==> config.mk <==
export PLATFORM = sky130hd
export DESIGN_NAME = imem_dmem_arbiter
export DESIGN_NICKNAME = d
export VERILOG_FILES = /design/src/rtl/imem_dmem_arbiter_pkg.sv /design/src/rtl/imem_dmem_arbiter_arb_pick.sv /design/src/rtl/imem_dmem_arbiter.sv
export SDC_FILE = /design/constraint.sdc
export NUM_CORES = 1
export LEC_CHECK = 0
export BUFFER_PORTS_ARGS = -buffer_cell sky130_fd_sc_hd__buf_2
export CORE_AREA = 3 3 199 201
export DETAILED_ROUTE_END_ITERATION = 10
export DIE_AREA = 0 0 202 204
export MAX_ROUTING_LAYER = met4
export SLEW_MARGIN = 20
export SYNTH_ARGS = -nofsm -noshare
export SYNTH_HDL_FRONTEND = slang
export SYNTH_SLANG_ARGS = --single-unit
==> constraint.sdc <==
create_clock -name clk -period 2.64 [get_ports clk]
set_input_delay 0.264 -clock clk [delete_from_list [all_inputs] [get_ports clk]]
set_output_delay 0.264 -clock clk [all_outputs]
set_load 0.02 [all_outputs]
==> src/rtl/imem_dmem_arbiter_pkg.sv <==
// Shared types and default widths for the IF/LS memory-port arbiter.
// Optional round-robin arbitration is enabled by defining IMEM_DMEM_ARBITER_RR_EN.
package imem_dmem_arbiter_pkg;

   localparam int ADDR_W_DFLT = 64;
   localparam int DATA_W_DFLT = 64;
   localparam int INST_W_DFLT = 32;

   typedef enum logic [1:0] {
      ST_IDLE  = 2'd0,
      ST_ISSUE = 2'd1,
      ST_WAIT  = 2'd2,
      ST_RESP  = 2'd3
   } state_t;

   typedef enum logic {
      GNT_IF = 1'b0,
      GNT_LS = 1'b1
   } gnt_t;

endpackage

==> src/rtl/imem_dmem_arbiter_arb_pick.sv <==
// arb_pick: combinational two-way picker producing a one-hot grant.
// A lone requester always wins; contention goes to LS unless round-robin favours IF.
module imem_dmem_arbiter_arb_pick
   import imem_dmem_arbiter_pkg::*;
(
   input  logic if_valid,
   input  logic ls_valid,
   input  gnt_t last_grant,
   input  logic rr_en,
   output logic gnt_if,
   output logic gnt_ls
);

   always_comb begin
      gnt_if = 1'b0;
      gnt_ls = 1'b0;
      if (if_valid && ls_valid) begin
         if (rr_en && (last_grant == GNT_LS)) begin
            gnt_if = 1'b1;
         end else begin
            gnt_ls = 1'b1;
         end
      end else begin
         gnt_if = if_valid;
         gnt_ls = ls_valid;
      end
   end

endmodule

==> src/rtl/imem_dmem_arbiter.sv <==
// Shares one memory port between instruction fetch and load/store, one transaction at a time.
// Define IMEM_DMEM_ARBITER_RR_EN for round-robin arbitration instead of fixed LS priority.
module imem_dmem_arbiter
   import imem_dmem_arbiter_pkg::*;
#(
   parameter int ADDR_W = ADDR_W_DFLT,
   parameter int DATA_W = DATA_W_DFLT,
   parameter int INST_W = INST_W_DFLT
) (
   input  logic                clk,
   input  logic                rst,
   input  logic                if_req_valid,
   output logic                if_req_ready,
   input  logic [ADDR_W-1:0]   if_req_addr,
   output logic                if_resp_valid,
   output logic [INST_W-1:0]   if_resp_inst,
   input  logic                ls_req_valid,
   output logic                ls_req_ready,
   input  logic [ADDR_W-1:0]   ls_req_addr,
   input  logic                ls_req_wen,
   input  logic [DATA_W-1:0]   ls_req_wdata,
   input  logic [DATA_W/8-1:0] ls_req_wmask,
   output logic                ls_resp_valid,
   output logic [DATA_W-1:0]   ls_resp_rdata,
   output logic                mem_req_valid,
   input  logic                mem_req_ready,
   output logic [ADDR_W-1:0]   mem_req_addr,
   output logic                mem_req_wen,
   output logic [DATA_W-1:0]   mem_req_wdata,
   output logic [DATA_W/8-1:0] mem_req_wmask,
   input  logic                mem_resp_valid,
   input  logic [DATA_W-1:0]   mem_resp_rdata,
   output logic                busy
);

   localparam int MASK_W = DATA_W / 8;

   state_t              state, state_nxt;
   gnt_t                gnt_q;
   gnt_t                last_grant;
   logic                rr_en;
   logic                pick_if, pick_ls;
   logic                accept, capture;
   logic [ADDR_W-1:0]   addr_q;
   logic                wen_q;
   logic [DATA_W-1:0]   wdata_q;
   logic [MASK_W-1:0]   wmask_q;
   logic [DATA_W-1:0]   rdata_q;

`ifdef IMEM_DMEM_ARBITER_RR_EN
   assign rr_en = 1'b1;

   always_ff @(posedge clk) begin
      if (rst) begin
         last_grant <= GNT_IF;
      end else if (accept) begin
         last_grant <= pick_ls ? GNT_LS : GNT_IF;
      end
   end
`else
   assign rr_en      = 1'b0;
   assign last_grant = GNT_IF;
`endif

   imem_dmem_arbiter_arb_pick u_pick (
      .if_valid   (if_req_valid),
      .ls_valid   (ls_req_valid),
      .last_grant (last_grant),
      .rr_en      (rr_en),
      .gnt_if     (pick_if),
      .gnt_ls     (pick_ls)
   );

   always_ff @(posedge clk) begin
      if (rst) begin
         state <= ST_IDLE;
      end else begin
         state <= state_nxt;
      end
   end

   // Readies are only ever raised in IDLE, so nothing is accepted while busy.
   always_comb begin
      state_nxt    = state;
      if_req_ready = 1'b0;
      ls_req_ready = 1'b0;
      accept       = 1'b0;
      capture      = 1'b0;
      case (state)
         ST_IDLE: begin
            if (!rst && (pick_if || pick_ls)) begin
               if_req_ready = pick_if;
               ls_req_ready = pick_ls;
               accept       = 1'b1;
               state_nxt    = ST_ISSUE;
            end
         end
         ST_ISSUE: begin
            if (mem_req_ready) begin
               state_nxt = ST_WAIT;
            end
         end
         ST_WAIT: begin
            if (mem_resp_valid) begin
               capture   = 1'b1;
               state_nxt = ST_RESP;
            end
         end
         ST_RESP: begin
            state_nxt = ST_IDLE;
         end
         default: begin
            state_nxt = ST_IDLE;
         end
      endcase
   end

   // IF grants carry no write payload, so those fields are latched as zero.
   always_ff @(posedge clk) begin
      if (rst) begin
         gnt_q   <= GNT_IF;
         addr_q  <= '0;
         wen_q   <= 1'b0;
         wdata_q <= '0;
         wmask_q <= '0;
         rdata_q <= '0;
      end else begin
         if (accept) begin
            gnt_q   <= pick_ls ? GNT_LS : GNT_IF;
            addr_q  <= pick_ls ? ls_req_addr : if_req_addr;
            wen_q   <= pick_ls & ls_req_wen;
            wdata_q <= pick_ls ? ls_req_wdata : '0;
            wmask_q <= pick_ls ? ls_req_wmask : '0;
         end
         if (capture) begin
            rdata_q <= ((gnt_q == GNT_LS) && wen_q) ? '0 : mem_resp_rdata;
         end
      end
   end

   assign mem_req_valid = (state == ST_ISSUE);
   assign mem_req_addr  = addr_q;
   assign mem_req_wen   = wen_q;
   assign mem_req_wdata = wdata_q;
   assign mem_req_wmask = wmask_q;
   assign busy          = (state != ST_IDLE);

   assign if_resp_valid = (state == ST_RESP) && (gnt_q == GNT_IF);
   assign ls_resp_valid = (state == ST_RESP) && (gnt_q == GNT_LS);
   assign ls_resp_rdata = rdata_q;
   assign if_resp_inst  = addr_q[2] ? rdata_q[2*INST_W-1:INST_W] : rdata_q[INST_W-1:0];

endmodule

==> impl_metrics.tcl, run 1 <==
set metrics [dict create \
    power.internal_uw 6520 \
    start_kind "flop" \
    syn_inst 983 \
    ir_worst_vdd_v 0.000517 \
    hold_class "in2reg" \
    die_w_um 202 \
    outcome "finished clean" \
    fmax_ghz 0.407 \
    grt_pass1_vias 9369 \
    start_util_pct 23.7 \
    num_vias 9546 \
    ctsHtreeMaxLevel 1 \
    yosysWarnings 0 \
    ant_nets 0 \
    endpoint_kind "output pin" \
    setup_viol 0 \
    synth-seq-cells 204 \
    setup_tns_ns 0 \
    rsz0062_at_grt "no" \
    p_comb_share_pct 34.3 \
    drv_slew 0 \
    layout-drive-gt1-share_pct 42.8 \
    insertion_delay_ns 0.51 \
    hold_viol 0 \
    cts_buffers 23 \
    dieHeight_um 204 \
    synth.distinct_cells 28 \
    leakage_uw 0.00589 \
    ys_seq_area_share_pct 45.7 \
    first_pass_iters 5 \
    p_sw_uw 3840 \
    ioPinCount 510 \
    switching_share_pct 37.1 \
    stdcell_count 2005 \
    clk_path_buf_depth 3 \
    final_nets 1755 \
    grt_overflow 0 \
    dp_cells 1909 \
    rows 71 \
    multi_input_area_um2 4280 \
    viasPerCell 4.76 \
    layout_min_cycle_time_ns 2.46 \
    drv_cap 0 \
    fill_cells 3955 \
    critical_path_class "reg2out" \
    drt_iter0_drc 568 \
    required_ns 2.38 \
    post_cts_buffers 0 \
    path_clk_slew_ns 0.06 \
    drt-total-wl_um 34600 \
    syn_to_final_growth_pct 47.1 \
    dieArea_um2 41200 \
    drc 0 \
    worst_ep_arrival_time_ns 2.19 \
    power_frac_seq_pct 35.8 \
    finalPower_uw 10400 \
    routabilityCongestion 0.852 \
    grt_max_degree 114 \
    avgSynthCellArea_um2 9.09 \
    cts_sinks 204 \
    antenna_found_initial 2 \
    clock_skew_ns 0.00444 \
    grt_pass1_wl_um 52200 \
    grt_usage_pct 15.9 \
    tightest_slew_ns 0.920 \
    portBuffers 509 \
    synth_nets 1259 \
    wl_per_cell_um 17.3 \
    netlist_area_um2 8930 \
    cts-root-buf "clkbuf_16" \
    max_slew_margin_pct 38.5 \
    p_per_area_nw_per_um2 788 \
    fp.coreArea_um2 37800 \
    seq_area_um2 4080 \
    cts_tree "done" \
    post-route-period-util_pct 93.0 \
    pwr-share-clk_pct 29.9 \
    hpwl_um 24600 \
    path_max_fanout 113 \
]
==> critical path: stages (launching register included) <==
cell     delay, ns
dfxtp_1       0.33
inv_1         0.16
ha_4          0.18
buf_12        0.34
nand3_1       0.22
inv_1         0.10
buf_2         0.16
==> registers in the layout (all words and copies together), names as in the netlist <==
name	flops
ls_resp_rdata	64
mem_req_wdata	64
gnt_q	1
state	2
mem_req_wmask	8
mem_req_wen	1
mem_req_addr	64
==> power by group through the flow <==
| stage | logic [uW] | clock network (uW) | registers [uW] |
|---|---|---|---|
| after floorplan | 1830 | 0 | 4190 |
| after detailed placement | 3500 | 0 | 3760 |
| after CTS | 3580 | 3200 | 3700 |
| after global placement | 3470 | 0 | 3750 |
| after global routing | 3860 | 3300 | 3750 |
| final | 3550 | 3100 | 3710 |
==> cell usage after synthesis <==
cell type  instances  area share (%)
buf_2             38             2.1
a211oi_1          30             2.5
nor2_4             1            0.13
clkbuf_1          49             2.1
ha_1               5            0.70
o21ba_4            1            0.18
a21oi_1          202              11
and2_1             2            0.14
nand3_1           65             3.6
a221o_1            1            0.11
nor4b_1            1           0.098
nand4_1           73             5.1
nand2_1           66             2.8
inv_1              4            0.17
nor2b_1            2            0.14
buf_4             14             1.2
mux2_2            32             4.0
dfxtp_1          204              46
o21bai_4           1            0.21
o21ai_0           74             4.1
clkbuf_4           3            0.25
mux2i_1           65             7.3
a211oi_2          35             4.9
a2111oi_2          1            0.17
buf_6              3            0.38
buf_1              8            0.34
inv_2              1           0.042
nand2b_1           2            0.14
==> cell families (layout without fill, tap and decap cells) <==
family                     count (synthesis)  in the layout  synth area share, %
AOI/OAI and AO/OA                        345            345                 23.6
DFF                                      204            204                 45.7
other                                      0              2                    0
adders and majority gates                  5              5                0.700
buffers and inverters                    120            629                 6.54
and+or+nand+nor                          212            212                 12.2
muxes                                     97             97                 11.3
==> path summary, 6_finish.rpt <==
check	start	endpoint	slack, ns	cells after the start
setup / recovery	state[0]$_SDFFE_PP0P_	ls_req_ready	0.18	6
hold / removal	ls_req_wdata[40]	mem_req_wdata[40]$_SDFFE_PP0P_	0.03	3
setup reg to reg	state[0]$_SDFFE_PP0P_	mem_req_addr[43]$_SDFFE_PP0P_	0.76	6
hold reg to reg	ls_resp_rdata[26]$_SDFFE_PP0P_	ls_resp_rdata[26]$_SDFFE_PP0P_	0.47	2
==> layer usage <==
layer  global-route usage (%)  routed length, um
met1                     19.0              13800
met2                     27.0              17000
met3                     2.95               2430
met4                     5.83               1320
met5                        -                  0
==> per-stage QoR <==
step / setup slack [ns] / hold WS [ns] / utilization (%) / instance area, um^2
6_report: 0.184 / 0.0285 / 34.8 / 13100
5_1_grt: 0.108 / 0.0126 / 34.8 / 13100
4_1_cts: 0.232 / 0.000586 / 34.8 / 13100
3_5_place_dp: 0.598 / 0.455 / 31.4 / 11900
3_3_place_gp: 0.706 / 0.451 / 31.4 / 11900
2_1_floorplan: 0.538 / 0.416 / - / 8930
==> placed cells by master, fill, tap and decap left out, types with 4 or more instances in the layout <==
cell / count
buf_2: 507
dfxtp_1: 204
a21oi_1: 202
o21ai_0: 74
nand4_1: 73
nand3_1: 65
mux2i_1: 65
nand2_1: 64
dlygate4sd3_1: 56
a211oi_2: 35
mux2_2: 32
a211oi_1: 30
clkbuf_16: 23
buf_4: 12
clkbuf_8: 9
buf_12: 9
clkbuf_1: 5
inv_1: 4
ha_1: 4
==> cell type report <==
type / count / area share (%)
clock buffers: 37 / 5.46
inverters: 5 / 0.143
repair buffers: 586 / 25.8
flip-flops and latches: 204 / 31.1
multi-input cells: 659 / 32.6
diodes: 2 / 0.0381
clock inverters: 1 / 0.0381
well taps: 511 / 4.86
==> repair_timing <==
item | CTS | global route
endpoints found under the hold margin | 56 | 0
hold buffers | 56 | 0
resized for setup | 0 | 0
endpoints found under the setup margin | 0 | 0
(Power assumes the default switching activity.)
==> inputs of run 2 (changes only) <==
--- a/config.mk
+++ b/config.mk
@@ -6,9 +6,10 @@
 export NUM_CORES = 1
 export LEC_CHECK = 0
 export BUFFER_PORTS_ARGS = -buffer_cell sky130_fd_sc_hd__buf_2
-export CORE_AREA = 3 3 199 201
+export CORE_AREA = 3 3 195 197
+export CTS_CLUSTER_SIZE = 16
 export DETAILED_ROUTE_END_ITERATION = 10
-export DIE_AREA = 0 0 202 204
+export DIE_AREA = 0 0 198 200
 export MAX_ROUTING_LAYER = met4
 export SLEW_MARGIN = 20
 export SYNTH_ARGS = -nofsm -noshare
==> impl_metrics.tcl, run 2 (synthesized netlist as in run 1, its figures left out) <==
set metrics [dict create \
    outcome "finished clean" \
    fmax_ghz 0.415 \
    path_max_fanout 32 \
    cts_sinks 204 \
    die_w_um 198 \
    final_cell_mix "buf_2 (507), dfxtp_1 (204), a21oi_1 (202)" \
    worst_ep_arrival_time_ns 2.14 \
    path_clk_slew_ns 0.06 \
    ioPinCount 510 \
    hold_viol 0 \
    tightest_slew_ns 0.866 \
    hpwl_um 24900 \
    post-route-period-util_pct 91.2 \
    hold_class "in2reg" \
    final_common_cell "buf_2" \
    syn_to_final_growth_pct 50.7 \
    setup_slack_ns 0.232 \
    max_slew_margin_pct 42.2 \
    ant_nets 0 \
    wl_per_cell_um 17.7 \
    design_area_um2 13500 \
    required_ns 2.38 \
    endpoint_kind "output pin" \
    clock_skew_ns 0.00868 \
    num_vias 9694 \
    grt_max_degree 104 \
    drv_slew 0 \
    cts_tree "done" \
    antenna_found_initial 4 \
    drt_iter0_drc 622 \
    routabilityCongestion 0.862 \
    viasPerCell 4.85 \
    dieHeight_um 200 \
    cts_buffers 24 \
    grt_pass1_vias 9462 \
    start_kind "flop" \
    layout-drive-gt1-share_pct 42.1 \
    clk_path_buf_depth 3 \
    setup_viol 0 \
    drt-total-wl_um 35400 \
    placed_area_um2 11800 \
    leakage_uw 0.00604 \
    layout_min_cycle_time_ns 2.41 \
    ctsResizeCount 0 \
    cts-root-buf "clkbuf_16" \
    dieArea_um2 39600 \
    final_nets 1787 \
    rsz0062_at_grt "no" \
    fp.coreArea_um2 36400 \
    ctsHtreeMaxLevel 1 \
    critical_path_class "reg2out" \
    setup_tns_ns 0 \
    grt_usage_pct 16.9 \
    insertion_delay_ns 0.52 \
    rows 70 \
    drv_cap 0 \
    portBuffers 509 \
    pre_cts_slack_ns 0.693 \
    p_per_area_nw_per_um2 782 \
    start_util_pct 24.5 \
    grt_pass1_wl_um 52700 \
    drc 0 \
    grt_overflow 0 \
    ir_worst_vdd_v 0.000441 \
    first_pass_iters 5 \
]
## run 2: cell types whose count changed in the layout (fill, tap and decap cells not counted), moves of 2 or more
cell	delta
buf_4	-3
dlygate4sd3_1	+33
clkinv_2	+6
clkbuf_8	-5
clkbuf_16	+2
## run 2: routing by layer
layer / wire (um) / part of all wire [%] / global-route usage, % / vias up
met2: 17400 / 49 / 28.2 / 412
met5: 0 / 0 / - / -
met3: 2320 / 6.6 / 2.94 / 71
met4: 1400 / 4.0 / 6.26 / 0
met1: 14300 / 40 / 20.6 / 4546
li1: - / - / - / 4665
## run 2: final cells by class
cell class / instances / area [um^2]
fillers: 3730 / 23000
multi-input cells: 659 / 4280
flip-flops and latches: 204 / 4080
repair buffers: 617 / 3710
clock buffers: 33 / 696
well taps: 468 / 586
clock inverters: 10 / 81.3
inverters: 5 / 18.8
diodes: 3 / 7.51
## run 2: repair_timing
action                                 4_1_cts  5_1_grt
setup endpoints to repair                    0        0
setup buffers                                0        0
endpoints found under the hold margin       89        0
hold buffers                                89        0
## run 2: worst paths after layout
check	startpoint	cells past startpoint	slack, ns	to
setup / recovery	state[0]$_SDFFE_PP0P_	5	0.23	if_req_ready
hold / removal	mem_resp_rdata[17]	3	0.03	ls_resp_rdata[17]$_SDFFE_PP0P_
setup reg to reg	state[0]$_SDFFE_PP0P_	6	0.65	ls_resp_rdata[32]$_SDFFE_PP0P_
hold reg to reg	ls_resp_rdata[49]$_SDFFE_PP0P_	2	0.46	ls_resp_rdata[49]$_SDFFE_PP0P_
## run 2: metrics by stage
step | power [uW] | utilization (%) | hold slack (ns) | cells
5_1_grt | 11100 | 37.0 | 0.0123 | 1999
6_report | 10500 | 37.0 | 0.0316 | 1999
2_1_floorplan | 6010 | - | 0.416 | 983
3_5_place_dp | 7250 | 32.4 | 0.459 | 1864
3_3_place_gp | 7210 | 32.4 | 0.450 | 1864
4_1_cts | 10700 | 36.9 | 0.000144 | 1996
## run 2: power breakdown
group	internal, uW	switching (uW)	total, uW
clock network	1930	1320	3250
registers	3470	231	3700
logic	1240	2330	3570
total	6650	3880	10500
## run 2: critical path: stages, from the launching register on
cell	delay, ns
dfxtp_1	0.33
inv_1	0.16
ha_4	0.44
inv_2	0.14
nor4b_1	0.31
buf_2	0.26
